### src/rtl/spi_flash_loader_pkg.sv
// Shared definitions for the SPI flash loader: spi_ctrl register map, bit positions,
// flash READ opcode and the loader FSM state encoding.
package spi_flash_loader_pkg;

    localparam logic [31:0] REG_CTRL   = 32'h0;
    localparam logic [31:0] REG_STATUS = 32'h4;
    localparam logic [31:0] REG_TXDATA = 32'h8;
    localparam logic [31:0] REG_RXDATA = 32'hC;

    localparam int CTRL_EN_BIT       = 0;
    localparam int CTRL_DIV_LSB      = 1;
    localparam int CTRL_CS_FORCE_BIT = 8;

    localparam int STATUS_BUSY_BIT     = 0;
    localparam int STATUS_RX_VALID_BIT = 1;

    localparam logic [7:0] OP_READ   = 8'h03;
    localparam int         HDR_BYTES = 4;

    typedef enum logic [2:0] {
        ST_IDLE,
        ST_CS_LO,
        ST_TX,
        ST_POLL,
        ST_RX,
        ST_WR,
        ST_CS_HI,
        ST_FIN
    } state_t;

    // CTRL value with the controller enabled; cs_force keeps chip select low across bytes.
    function automatic logic [31:0] ctrl_word(input logic [6:0] div, input logic cs_force);
        logic [31:0] w;
        w = '0;
        w[CTRL_EN_BIT]                    = 1'b1;
        w[CTRL_DIV_LSB +: 7]              = div;
        w[CTRL_CS_FORCE_BIT]              = cs_force;
        return w;
    endfunction

endpackage

### src/rtl/spi_flash_loader.sv
// Reads byte_len bytes from SPI flash through an spi_ctrl register block and writes them,
// packed little-endian into 32-bit words, to a destination word-write port.
module spi_flash_loader
    import spi_flash_loader_pkg::*;
#(
    parameter int unsigned CLK_DIV    = 2,
    parameter int unsigned POLL_LIMIT = 400
) (
    input  logic        clk,
    input  logic        rst_n,
    input  logic        start,
    input  logic [23:0] flash_addr,
    input  logic [15:0] byte_len,
    input  logic [31:0] dst_addr,
    output logic        busy,
    output logic        done,
    output logic        error,
    output logic        m_req_valid,
    output logic        m_req_write,
    output logic [31:0] m_req_addr,
    output logic [31:0] m_req_wdata,
    output logic [3:0]  m_req_wstrb,
    input  logic [31:0] m_rdata,
    output logic        wr_valid,
    output logic [31:0] wr_addr,
    output logic [31:0] wr_data,
    output logic [3:0]  wr_wstrb,
    input  logic        wr_ready
);

    localparam int PW = $clog2(POLL_LIMIT + 1);

    state_t        state, state_nxt;
    logic [23:0]   addr_q;
    logic [15:0]   rem_q;
    logic [2:0]    hdr_q;
    logic [1:0]    lane_q;
    logic [31:0]   wbuf_q;
    logic [3:0]    strb_q;
    logic [31:0]   waddr_q;
    logic [PW-1:0] poll_q;
    logic          error_q;

    logic       start_ok, status_ok, poll_expired, hdr_done, last_byte;
    logic [7:0] tx_byte;
    logic       unused_ok;

    assign start_ok     = (state == ST_IDLE) && start;
    assign status_ok    = !m_rdata[STATUS_BUSY_BIT] && m_rdata[STATUS_RX_VALID_BIT];
    assign poll_expired = (poll_q == PW'(POLL_LIMIT - 1));
    assign hdr_done     = (hdr_q == 3'(HDR_BYTES));
    assign last_byte    = (rem_q == 16'd1);
    assign unused_ok    = ^{m_rdata[31:8], dst_addr[1:0]};

    // NOTE: sequential state uses non-blocking assignments so every register samples pre-edge values.
    always_ff @(posedge clk or negedge rst_n) begin
        if (!rst_n) state <= ST_IDLE;
        else        state <= state_nxt;
    end

    always_comb begin
        // NOTE: default first so no path through the case leaves state_nxt unassigned (no latch).
        state_nxt = state;
        unique case (state)
            ST_IDLE:  if (start) state_nxt = (byte_len == 16'd0) ? ST_FIN : ST_CS_LO;
            ST_CS_LO: state_nxt = ST_TX;
            ST_TX:    state_nxt = ST_POLL;
            ST_POLL: begin
                if (status_ok)         state_nxt = ST_RX;
                else if (poll_expired) state_nxt = ST_CS_HI;
            end
            ST_RX: begin
                if (!hdr_done)                            state_nxt = ST_TX;
                else if ((lane_q == 2'd3) || last_byte)   state_nxt = ST_WR;
                else                                      state_nxt = ST_TX;
            end
            ST_WR:    if (wr_ready) state_nxt = (rem_q == 16'd0) ? ST_CS_HI : ST_TX;
            ST_CS_HI: state_nxt = ST_FIN;
            ST_FIN:   state_nxt = ST_IDLE;
            default:  state_nxt = ST_IDLE;
        endcase
    end

    always_ff @(posedge clk or negedge rst_n) begin
        if (!rst_n) begin
            addr_q  <= '0;
            rem_q   <= '0;
            hdr_q   <= '0;
            lane_q  <= '0;
            wbuf_q  <= '0;
            strb_q  <= '0;
            waddr_q <= '0;
            poll_q  <= '0;
            error_q <= 1'b0;
        end else begin
            if (start_ok) begin
                addr_q  <= flash_addr;
                rem_q   <= byte_len;
                hdr_q   <= '0;
                lane_q  <= '0;
                wbuf_q  <= '0;
                strb_q  <= '0;
                waddr_q <= {dst_addr[31:2], 2'b00};
                error_q <= 1'b0;
            end
            if (state == ST_TX) poll_q <= '0;
            if (state == ST_POLL) begin
                poll_q <= poll_q + 1'b1;
                if (!status_ok && poll_expired) error_q <= 1'b1;
            end
            // Header bytes only advance the header count; data bytes fill the next lane.
            if (state == ST_RX) begin
                if (!hdr_done) begin
                    hdr_q <= hdr_q + 3'd1;
                end else begin
                    wbuf_q[{lane_q, 3'b000} +: 8] <= m_rdata[7:0];
                    strb_q[lane_q]                <= 1'b1;
                    lane_q                        <= lane_q + 2'd1;
                    rem_q                         <= rem_q - 16'd1;
                end
            end
            if ((state == ST_WR) && wr_ready) begin
                wbuf_q  <= '0;
                strb_q  <= '0;
                lane_q  <= '0;
                waddr_q <= waddr_q + 32'd4;
            end
        end
    end

    always_comb begin
        unique case (hdr_q)
            3'd0:    tx_byte = OP_READ;
            3'd1:    tx_byte = addr_q[23:16];
            3'd2:    tx_byte = addr_q[15:8];
            3'd3:    tx_byte = addr_q[7:0];
            default: tx_byte = 8'h00;
        endcase
    end

    always_comb begin
        busy        = (state != ST_IDLE);
        done        = (state == ST_FIN);
        error       = error_q;
        m_req_valid = 1'b0;
        m_req_write = 1'b0;
        m_req_addr  = '0;
        m_req_wdata = '0;
        m_req_wstrb = '0;
        wr_valid    = 1'b0;
        wr_addr     = '0;
        wr_data     = '0;
        wr_wstrb    = '0;
        unique case (state)
            ST_CS_LO: begin
                m_req_valid = 1'b1;
                m_req_write = 1'b1;
                m_req_addr  = REG_CTRL;
                m_req_wdata = ctrl_word(7'(CLK_DIV), 1'b1);
                m_req_wstrb = 4'hF;
            end
            ST_TX: begin
                m_req_valid = 1'b1;
                m_req_write = 1'b1;
                m_req_addr  = REG_TXDATA;
                m_req_wdata = {24'h0, tx_byte};
                m_req_wstrb = 4'hF;
            end
            ST_POLL: begin
                m_req_valid = 1'b1;
                m_req_addr  = REG_STATUS;
            end
            ST_RX: begin
                m_req_valid = 1'b1;
                m_req_addr  = REG_RXDATA;
            end
            ST_WR: begin
                wr_valid = 1'b1;
                wr_addr  = waddr_q;
                wr_data  = wbuf_q;
                wr_wstrb = strb_q;
            end
            ST_CS_HI: begin
                m_req_valid = 1'b1;
                m_req_write = 1'b1;
                m_req_addr  = REG_CTRL;
                m_req_wdata = ctrl_word(7'(CLK_DIV), 1'b0);
                m_req_wstrb = 4'hF;
            end
            default: ;
        endcase
    end

endmodule

### config.mk
export PLATFORM = sky130hd
export DESIGN_NAME = spi_flash_loader
export DESIGN_NICKNAME = d
export VERILOG_FILES = /design/src/rtl/spi_flash_loader_pkg.sv /design/src/rtl/spi_flash_loader.sv
export SDC_FILE = /design/constraint.sdc
export NUM_CORES = 1
export LEC_CHECK = 0
export CAP_MARGIN = 20
export CORE_MARGIN = 3
export CORE_UTILIZATION = 35
export DETAILED_ROUTE_END_ITERATION = 12
export SLEW_MARGIN = 15
export SYNTH_ARGS = -nofsm -noshare
export SYNTH_HDL_FRONTEND = slang
export SYNTH_SLANG_ARGS = --single-unit
### constraint.sdc
create_clock -name clk -period 4.7 [get_ports clk]
set_input_delay 0.47 -clock clk [delete_from_list [all_inputs] [get_ports clk]]
set_output_delay 0.47 -clock clk [all_outputs]
set_load 0.05 [all_outputs]
==> flow_summary_export.csv <==
group,metric,value,unit
die,fp.coreArea,0.0204,mm2
finish,area_growth,31.3,%
min_path,hp-class,"input pin to asynchronous set/reset pin",
grt,grt-ovfl-total,0,
placed_design,post-dp-hpwl,15.1,mm
grt,grt_pass1_vias,6415,
power,switching_power,2.24,mW
timing,setup_tns,0,ns
power,power_frac_clock,0.259,
critical_path,critical_path.max_fanout,38,
flow_run,cap_violations,0,
clock_network,cts_buffers,17,
grt,grt_pass1_wl,34.6,mm
route,drc_errors,0,
yosys,async_reset_ff_frac,1.00,
timing,rsz0062_at_grt,"false",
power,comb_power_share,0.394,
timing,timing.fmax,291,MHz
die,initial_core_util,0.358,
finish,drive_gt1_frac,0.0619,
clock_network,clock_path_buffers,2,
timing,period_share,0.732,
critical_path,required,4.23,ns
grt,antenna_found_initial,0,
timing,setup-violations-final,0,
clock_network,postCtsSetupBuffers,0,
critical_path,startpoint_type,"flop",
critical_path,critPathKind,"flop to primary output",
power,max-vdd-ir-drop,0.428,mV
power,power_density,546,mW/mm2
clock_network,cts_tree,"built",
timing,max_slew_margin,0.342,
route,routed_wl,21.8,mm
timing,finalHoldViolCount,0,
yosys,synth_flop_cell,"dfrtp_1",
power,swShare,0.428,
power,p_int,2.99,mW
route,wl_per_cell,17.1,um
finish,fin_cells,1272,
die,pin_count,250,
power,power,5.24,mW
route,dr.pass1.iters,5,
yosys,synth_area_per_cell,8.68,um2
finish,diodes,0,
timing,fin_crit,3.44,ns
clock_network,cts_resized,0,
yosys,netlist_instances,841,
critical_path,critPathCaptureType,"primary output",
route,num_vias,6590,
die,fp.dieH,150,um
grt,grt_usage,0.194,
clock_network,ctsHoldBuffers,0,
route,viasPerCell,5.18,
grt,grt_max_degree,70,
timing,finalMaxSlewViolations,0,
route,ant_nets,0,
power,leakagePower,4.16,nW
timing,tightest_slew,0.980,ns
route,first_iter_violations,449,
placed_design,placed_cells,1239,
yosys,synth-seq-cells,124,
yosys,ys_types,63,
yosys,synth_warnings,0,
clock_network,path_clk_slew,0.05,ns
finish,final_nets,1112,
clock_network,clock-root-buffer,"clkbuf_16",
die,die_area,0.0226,mm2
yosys,ys_seq_area_frac,0.425,
placed_design,portBuffers,168,
clock_network,cts_htree_levels,4,
yosys,synth.cell_area,0.00730,mm2
status,status,"finished clean",
clock_network,clk_latency,0.42,ns
die,num_rows,52,
timing,fin_skew,0.0115,ns
power,p_seq_frac,0.347,
die,die_x,150,um
critical_path,crit_arrival,2.97,ns
finish,final_core_util,0.471,
placed_design,globalplace.congestion,0.820,
clock_network,cts.sinks,124,
yosys,synth_edf_count,0,
cells in the mapped netlist (all sizes together) (12+ instances only):
cell,n,area share
nand3,22,0.016
inv,22,0.011
and2,69,0.059
buf,72,0.071
clkbuf,29,0.015
nor2,94,0.048
nor3,12,0.0089
o21ai,27,0.019
nand2,126,0.066
a22oi,42,0.043
a21oi,30,0.021
a311oi,15,0.018
nor4,16,0.014
dfrtp,124,0.43
ha,15,0.026
metrics by stage:
stage               hold slack, ns  area (um2)  setup slack [ns]
finish                      0.0949        9580              1.26
global placement             0.460        8950              1.50
detailed placement           0.464        8950              1.49
global route                 0.132        9580              1.06
floorplan                    0.174        7500              1.50
CTS                          0.112        9550              1.04
power by group through the flow:
stage          Sequential [mW]  Combinational [mW]  Clock [mW]
2_1_floorplan             1.68                1.59           0
3_5_place_dp              1.82                2.05           0
3_3_place_gp              1.81                2.03           0
5_1_grt                   1.88                2.27        1.44
4_1_cts                   1.81                2.06        1.40
6_report                  1.81                2.06        1.36
final cells by class:
cell class	count	area, um2
inverters	22	82.6
clock inverters	13	164
fillers	2013	10800
flip-flops and latches	124	3100
clock buffers	19	443
repair buffers	178	1770
multi-input cells	646	3680
well taps	270	338
worst max-delay path, stage by stage, from the launching register on:
cell	delay, ns
dfrtp_1	0.59
and3b_2	0.72
buf_16	0.25
and2_1	0.16
clkdlybuf4s50_1	0.82
sequential cells by signal, summed over array words and instances, names as in the netlist:
signal and cells:
addr_q 24, rem_q 16, error 1, lane_q 2
state 3, waddr_q 30, poll_q 9, hdr_q 3
strb_q 4, wbuf_q 32
final timing paths:
path | cells past startpoint | to | slack [ns] | start
setup reg to reg | 7 | wbuf_q[6] | 1.57 | state[0]
min in group clk | 2 | addr_q[12] | 0.48 | addr_q[12]
max in group asynchronous | 2 | rem_q[3] | 3.61 | rst_n
setup / recovery | 4 | wr_addr[30] | 1.26 | state[0]
hold reg to reg | 2 | addr_q[12] | 0.48 | addr_q[12]
hold / removal | 1 | wbuf_q[27] | 0.09 | rst_n
per-layer routing:
metal | global-route usage | share of wire | up-vias
met2 | 0.297 | 0.46 | 228
met5 | 0 | 0 | -
li1 | - | - | 3174
met3 | 0.0500 | 0.070 | 19
met4 | 0.0476 | 0.012 | 0
met1 | 0.275 | 0.46 | 3169
logic make-up after synthesis:
group           Yosys count  synth area share
simple gates            387             0.263
compound gates          181             0.174
buf+inv                 125             0.100
flops                   124             0.425
fa+ha+maj                15            0.0257
mux                       8            0.0110
other cells               1          0.000514
cell usage in the layout, fill, tap and decap left out, types with 7 or more instances in the layout:
cell,instances
nand3_1,21
inv_1,22
o22ai_1,9
conb_1,55
nand2_1,124
nand4_1,8
clkbuf_16,17
and2_1,68
ha_1,15
a31oi_1,7
a311oi_1,15
nor3_1,11
o311ai_0,7
nor4_1,16
o21ai_0,27
buf_4,10
clkdlybuf4s50_1,167
dfrtp_1,124
a21oi_1,30
nor2_1,93
mux2i_1,8
a22oi_1,42
No activity file was read; power rests on OpenSTA's default activity.
